`config.mk`:
```
export PLATFORM = sky130hd
export DESIGN_NAME = boot_mem_loader
export DESIGN_NICKNAME = d
export VERILOG_FILES = /design/src/rtl/boot_mem_loader.sv
export SDC_FILE = /design/constraint.sdc
export NUM_CORES = 1
export LEC_CHECK = 0
export ABC_AREA = 1
export CAP_MARGIN = 20
export CORE_UTILIZATION = 40
export CTS_CLUSTER_DIAMETER = 80
export DETAILED_ROUTE_END_ITERATION = 8
export PLACE_DENSITY = 0.69
export SETUP_SLACK_MARGIN = 0.02
export SLEW_MARGIN = 20
export SYNTH_ARGS = -nofsm -noshare
export SYNTH_HDL_FRONTEND = slang
export SYNTH_SLANG_ARGS = --single-unit
```
`constraint.sdc`:
```
create_clock -name clk -period 1.7 [get_ports clk]
set_clock_uncertainty 0.1 [all_clocks]
set_input_delay 0.51 -clock clk [delete_from_list [all_inputs] [get_ports clk]]
set_output_delay 0.51 -clock clk [all_outputs]
set_load 0.02 [all_outputs]
```
`src/rtl/boot_mem_loader.sv`:
```
// Boot loader: turns a byte stream into little-endian word writes on the CPU data-memory port
// and holds the CPU in reset until the image is complete. Optional XOR trailer: LOADER_CHECKSUM_EN.
module boot_mem_loader #(
    parameter logic [31:0] BASE_ADDR = 32'h0000_0000,
    parameter int          MAX_WORDS = 64
) (
    input  logic        clk,
    input  logic        reset,
    input  logic        rx_valid,
    input  logic [7:0]  rx_data,
    input  logic        reload,
    output logic        cpu_reset,
    output logic        Ext_MemWrite,
    output logic [31:0] Ext_WriteData,
    output logic [31:0] Ext_DataAdr,
    output logic        busy,
    output logic        done,
    output logic        error,
    output logic [2:0]  o_dbg_state
);
    // rx_valid/rx_data form a valid-only stream: a byte is consumed in every cycle rx_valid is
    // high, there is no ready, and the producer may leave gaps of any length between bytes.

    localparam int IW = $clog2(MAX_WORDS + 1);

    localparam logic [2:0] S_HDR_LO = 3'd0;
    localparam logic [2:0] S_HDR_HI = 3'd1;
    localparam logic [2:0] S_DATA   = 3'd2;
    localparam logic [2:0] S_RUN    = 3'd4;
    localparam logic [2:0] S_ERR    = 3'd5;
`ifdef LOADER_CHECKSUM_EN
    localparam logic [2:0] S_CHK    = 3'd3;
    localparam logic [2:0] S_LOADED = S_CHK;
`else
    localparam logic [2:0] S_LOADED = S_RUN;
`endif

    logic [2:0]    r_state;
    logic [2:0]    w_next_state;
    logic [15:0]   r_count;
    logic [15:0]   w_hdr_count;
    logic [IW-1:0] r_index;
    logic [1:0]    r_lane;
    logic [23:0]   r_asm;
    logic          r_wr;
    logic [31:0]   r_wdata;
    logic [31:0]   r_adr;

    assign w_hdr_count   = {rx_data, r_count[7:0]};
    assign Ext_MemWrite  = r_wr;
    assign Ext_WriteData = r_wdata;
    assign Ext_DataAdr   = r_adr;
    assign o_dbg_state   = r_state;

`ifdef LOADER_CHECKSUM_EN
    logic [7:0] r_xor;
    logic       w_accept_last;

    // Leave DATA as soon as the last payload byte lands so a back-to-back CHK byte is caught.
    assign w_accept_last = (r_state == S_DATA) && rx_valid && (r_lane == 2'd3) &&
                           (32'(r_index) + 32'd1 == 32'(r_count));

    always_ff @(posedge clk) begin
        if (reset) begin
            r_xor <= 8'h00;
        end else if (r_state == S_RUN && reload) begin
            r_xor <= 8'h00;
        end else if (r_state == S_DATA && rx_valid) begin
            r_xor <= r_xor ^ rx_data;
        end
    end
`else
    logic w_final_write;

    // Stay in DATA through the final strobe so cpu_reset is still high while it lands.
    assign w_final_write = r_wr && (32'(r_index) == 32'(r_count));
`endif

    always_ff @(posedge clk) begin
        if (reset) begin
            r_state <= S_HDR_LO;
        end else begin
            r_state <= w_next_state;
        end
    end

    always_comb begin
        w_next_state = r_state;
        case (r_state)
            S_HDR_LO: begin
                if (rx_valid) w_next_state = S_HDR_HI;
            end
            S_HDR_HI: begin
                if (rx_valid) begin
                    if (32'(w_hdr_count) > 32'(MAX_WORDS)) begin
                        w_next_state = S_ERR;
                    end else if (w_hdr_count == 16'd0) begin
                        w_next_state = S_LOADED;
                    end else begin
                        w_next_state = S_DATA;
                    end
                end
            end
            S_DATA: begin
`ifdef LOADER_CHECKSUM_EN
                if (w_accept_last) w_next_state = S_CHK;
`else
                if (w_final_write) w_next_state = S_RUN;
`endif
            end
`ifdef LOADER_CHECKSUM_EN
            S_CHK: begin
                if (rx_valid) w_next_state = (rx_data == r_xor) ? S_RUN : S_ERR;
            end
`endif
            S_RUN: begin
                if (reload) w_next_state = S_HDR_LO;
            end
            default: w_next_state = r_state;
        endcase
    end

    always_comb begin
        cpu_reset = 1'b1;
        busy      = 1'b0;
        done      = 1'b0;
        error     = 1'b0;
        case (r_state)
            S_RUN: begin
                cpu_reset = 1'b0;
                done      = 1'b1;
            end
            S_ERR:   error = 1'b1;
            default: busy  = 1'b1;
        endcase
    end

    always_ff @(posedge clk) begin
        if (reset) begin
            r_count <= 16'd0;
            r_index <= '0;
            r_lane  <= 2'd0;
            r_asm   <= 24'd0;
            r_wr    <= 1'b0;
            r_wdata <= 32'd0;
            r_adr   <= BASE_ADDR;
        end else begin
            r_wr <= 1'b0;
            case (r_state)
                S_HDR_LO: begin
                    if (rx_valid) r_count[7:0] <= rx_data;
                end
                S_HDR_HI: begin
                    if (rx_valid) r_count[15:8] <= rx_data;
                end
                S_DATA: begin
                    if (rx_valid) begin
                        r_lane <= r_lane + 2'd1;
                        case (r_lane)
                            2'd0: r_asm[7:0]   <= rx_data;
                            2'd1: r_asm[15:8]  <= rx_data;
                            2'd2: r_asm[23:16] <= rx_data;
                            default: begin
                                // Lane 3 bypasses the assembly register straight into the write word.
                                r_wr    <= 1'b1;
                                r_wdata <= {rx_data, r_asm};
                                r_adr   <= BASE_ADDR + (32'(r_index) << 2);
                                r_index <= r_index + IW'(1);
                            end
                        endcase
                    end
                end
                S_RUN: begin
                    if (reload) begin
                        r_index <= '0;
                        r_lane  <= 2'd0;
                        r_adr   <= BASE_ADDR;
                    end
                end
                default: ;
            endcase
        end
    end

endmodule

```
# Word-level counts from Yosys, hierarchy flattened
# Cells that the tools add are included.
# word_totals
register_bits	117
out_inout_bits	72
in_bits	12
# classes
add_sub_neg	2
mux	23
n_eq_ne	13
bitwise	3
order_cmp	1
reduce_logical	18
# op_table
op	count
2-to-1 mux 32 bit	3
one-hot mux 32 bit (2 select lines)	1
2-to-1 mux 7 bit	3
2-to-1 mux 3 bit	6
== test 7 x 16 -> 1 bit	1
> comparator 16 x 7 -> 1 bit (second input constant)	1
logical NOT 16 bit	1
AND reduction 3 bit	5
one-hot mux 7 bit (2 select lines)	1
inequality test 2 bit (second input constant)	6
one-hot mux 3 bit (4 select lines)	1
adder 7 x 1 -> 7 bit (second input constant)	1
== test 3 bit (second input constant)	2
OR reduction 3 bit	2
2-to-1 mux 1 bit	5
AND reduction 5 bit	1
2-to-1 mux 2 bit	2
one-hot mux 2 bit (2 select lines)	1
AND reduction 2 bit	2
AND reduction 4 bit	1
nonzero test 4 bit	1
== test 3 x 1 -> 1 bit (second input constant)	1
== test 3 x 2 -> 1 bit (second input constant)	1
logical NOT 3 bit	1
other kinds (8)	10

# Longest topological paths before layout
# depth
depth_word	5
mapped_depth	11

# Worst setup path after synthesis
# OpenSTA, ideal clock, no wires.
# synth_path
path_type	reg2reg
startpoint	register r_state[2] (netlist: o_dbg_state[2])
endpoint	register r_adr[8] (netlist: Ext_DataAdr[8])
required_time_ns	1.527
period_less_slack_ns	1.774
path_stages_with_launch	10
setup_ns	0.073
setup_slack_ns	-0.074
arrival_time_ns	1.601
n_path_buf	1
cell_sequence	dfxtp_1 nand2_2 nor2_4 nand2_2 o21ai_2 inv_2 nand2_4 o21ai_4 buf_6 nor3_4
# synth_between
elab_chain_len	3
# synth_lines
item	line_no	text
start, declared	38	logic [2:0] r_state;
start signal, assigned	83	r_state <= w_next_state;
== test 3 x 2 -> 1 bit or == test 3 bit (tied branches)	149	case (r_state)
inequality test 2 bit (no source line) or nonzero test 2 bit (tied branches)	--	
AND reduction 4 bit (no source line)	--	
end signal, assigned	167	r_adr <= BASE_ADDR + (32'(r_index) << 2);
end, declared	47	logic [31:0] r_adr;
# Parallel ways exist; a longest one is shown, timed or not.
# A chain may end at the register's enable or synchronous reset.

# Final worst setup path
# layout_path
startpoint	register r_state[2] (netlist: o_dbg_state[2])
endpoint	register r_index[6]
# layout_between
elab_chain_len	3
# layout_lines
item	line_no	text
== test 3 x 2 -> 1 bit or == test 3 bit (tied branches)	149	
inequality test 2 bit (no source line) or nonzero test 2 bit (tied branches)	--	
AND reduction 4 bit (no source line)	--	
end signal, assigned	168	r_index <= r_index + IW'(1);
end, declared	42	logic [IW-1:0] r_index;
# Parallel ways exist; a longest one is shown, timed or not.

==> impl_metrics.tcl <==
set metrics [dict create \
    ys_seq_elements 92 \
    worst-setup-path-type "flop to flop" \
    switchingPower_w 0.00239 \
    hold_viol_final 0 \
    grt_setup_unrepaired "true" \
    floorplan.die_area_mm2 0.0106 \
    via_per_inst 4.94 \
    cts.htree.levels 3 \
    drive_above_1_share 0.227 \
    wirelength_mm 10.3 \
    synth_top_area_frac 0.451 \
    fp.dieW_um 103 \
    topRoutingLayerUsed "met4" \
    instances_no_fill 777 \
    n_antenna_cell 0 \
    wirelength_met1_mm 4.76 \
    most-common-layout-cells "112 x nand2_1, 87 x dfxtp_1, 74 x a21oi_1, 73 x nand3_1, 42 x buf_4" \
    power_frac_seq 0.381 \
    clkLatencyLatePin_ps 350 \
    critical_path_arrival_ps 1800 \
    register_area_mm2 0.00185 \
    route.met2.wl_mm 4.78 \
    fill_cells 893 \
    synth.top_cells.by_area "dfxtp_1 45%, nand2_1 10%, a21oi_1 9.3%" \
    fin_crit_ps 1650 \
    clock_path_buffers 2 \
    seq_area_frac_synth 0.451 \
    cts_tree "built" \
    overflow 0 \
    synthesis.area_mm2 0.00409 \
    tritoncts_num_sinks 92 \
    switching_share 0.358 \
    timing.final.setup_violations 0 \
    fmax_mhz 607 \
    tritoncts_buffers 9 \
    placed_cells 753 \
    leakage_nw 2.16 \
    crit_chain "buf_6, nor2_4, nand2_4, inv_4, nand2_4, nand2_4, buf_6, nand2_8, o21ai_4, buf_6, nor2_2" \
    critical_path.endpoint_type "flop" \
    syn_inst 541 \
    total_area_of_multi_input_combinational_cells_mm2 0.00200 \
    wl_per_cell_um 13.3 \
    holdWs_ps 359 \
    clk_transition_reported_paths_ps 90 \
    power_frac_comb 0.395 \
    critical_path_peak_fanout 6 \
    floorplan.rows 36 \
    die_h_um 103 \
    detailed_place_hpwl_mm 7.00 \
    vias_post_dr 3842 \
    clock_tree_root "clkbuf_8" \
    run_status "finished clean" \
    internal_power_w 0.00428 \
    critical_path_required_ps 1850 \
    power_per_standard_cell_area_mw_per_mm2 1220 \
    synth.avg_cell_area_um2 7.55 \
    maxSlewViolCount 0 \
    synthToLayoutAreaGrowth_pct 33.4 \
    port-buffer-count 58 \
    critical-path-max-stage-delay_ps 350 \
    cp_launch_type "flop" \
    layout_worst_path_cycle_share 0.969 \
    initial_antenna_violation_count 0 \
    min_path_type "flop to flop" \
    design.core.area_mm2 0.00982 \
    max-cap-violations 0 \
    mostFrequentLayoutCell "nand2_1" \
    maximum_number_of_pins_on_one_net_before_global_route_repair 71 \
    grt_first_pass_wirelength_mm 16.5 \
    clockPowerShare 0.224 \
    gp_routability_congestion 0.840 \
    first_global_vias 3418 \
    cts-hold-fix-buffers 0 \
    post-synth-top-area-cell "dfxtp_1" \
    netlist-cell-type-count 34 \
    detail-route-antenna-nets 0 \
    floorplan.initialDensity 0.416 \
    met3WireLength_um 645 \
    crit_slowest_cell "dfxtp_2" \
    drc_errors 0 \
    grt_util_all_layers 0.201 \
    detailedRoute.firstIterationViolations 283 \
    ir_drop_uv 493 \
    finish.net_count 657 \
    drt-pass1-iter-count 7 \
    synth-warning-count 0 \
    pin_count 84 \
]
[cell families (layout without fill, tap and decap cells)]
| kind of cell | Yosys count | count (layout) | synth area share |
|---|---|---|---|
| simple gates | 250 | 251 | 0.282 |
| other cells | 1 | 25 | 0.000918 |
| compound gates | 105 | 105 | 0.137 |
| flops | 92 | 92 | 0.451 |
| fa+ha+maj | 5 | 5 | 0.0153 |
| buf+inv | 86 | 164 | 0.109 |
| xor+xnor | 2 | 2 | 0.00429 |
[power by group through the flow]
stage	Clock, W	Sequential (W)	Combinational [W]
detailed placement	0	0.00258	0.00227
CTS	0.00152	0.00253	0.00240
floorplan	0	0.00269	0.00127
finish	0.00149	0.00254	0.00263
global route	0.00162	0.00257	0.00288
global placement	0	0.00257	0.00222
[through the flow]
| step | setup slack (ps) | util | instance area (um2) | TNS [ps] | power (W) |
|---|---|---|---|---|---|
| floorplan | 21.9 | - | 4180 | 0 | 0.00396 |
| global placement | -354 | 0.517 | 5080 | -22980 | 0.00479 |
| detailed placement | -471 | 0.517 | 5080 | -26740 | 0.00486 |
| CTS | 14.0 | 0.540 | 5300 | 0 | 0.00644 |
| global route | -35.0 | 0.555 | 5450 | -230 | 0.00707 |
| finish | 53.4 | 0.555 | 5450 | 0 | 0.00667 |
[flip-flops by register name, summed over array words and instances, names as in the netlist]
name,cells
r_asm,24
Ext_DataAdr,7
r_index,7
Ext_MemWrite,1
r_count,16
o_dbg_state,3
r_lane,2
Ext_WriteData,32
[layer usage]
metal | track usage | up-vias
li1 | - | 1920
met1 | 0.285 | 1767
met2 | 0.315 | 146
met3 | 0.0407 | 9
met4 | 0.0455 | 0
met5 | 0 | -
[repair_timing]
item	4_1_cts	5_1_grt
resized for setup	87	70
cloned	0	2
pin swaps	5	15
buffers inserted	5	2
endpoints found under the setup margin	77	103
[cell type report]
class                   instances  share of cell area
clock inverters                 3             0.00849
flip-flops and latches         92               0.340
well taps                     133              0.0305
multi-input cells             388               0.368
repair buffers                117               0.202
inverters                      32              0.0234
clock buffers                  12              0.0285
[worst paths after layout]
check / to / start / cells after the start / slack (ps)
max: r_index[6]$_SDFFE_PP0P_ / o_dbg_state[2]$_SDFFE_PP0P_ / 11 / 50
min: Ext_WriteData[11]$_SDFFE_PP0P_ / Ext_WriteData[11]$_SDFFE_PP0P_ / 2 / 360
max reg2reg: r_index[6]$_SDFFE_PP0P_ / o_dbg_state[2]$_SDFFE_PP0P_ / 11 / 50
min reg2reg: Ext_WriteData[11]$_SDFFE_PP0P_ / Ext_WriteData[11]$_SDFFE_PP0P_ / 2 / 360
[Yosys cell counts]
master	instances
nor2_2	7
xor2_1	2
nand2_4	2
clkbuf_1	16
nand2_1	114
dfxtp_1	92
inv_2	4
nand3_1	73
ha_1	5
buf_6	2
o21ai_0	21
nor3b_2	1
clkinv_1	1
a21oi_2	4
buf_2	11
a21oi_1	76
o31ai_1	1
inv_1	26
nand3_2	1
and2_1	1
nand4_1	1
nor3_1	3
buf_4	25
nor2_1	33
nand4_2	1
conb_1	1
nand2_2	8
nor3b_1	1
nor3_4	1
clkinv_2	1
o21a_1	1
nor2_4	3
o21ai_2	1
o21ai_4	1
[critical path: cells and delay by family, from the launching register on]
kind	cells	cell delay (ps)
AO/OA/AOI/OAI	1	180
AND/OR/NAND/NOR	6	440
flip-flops	1	350
buffers and inverters	4	490
Power figures use the tool's default switching activity.
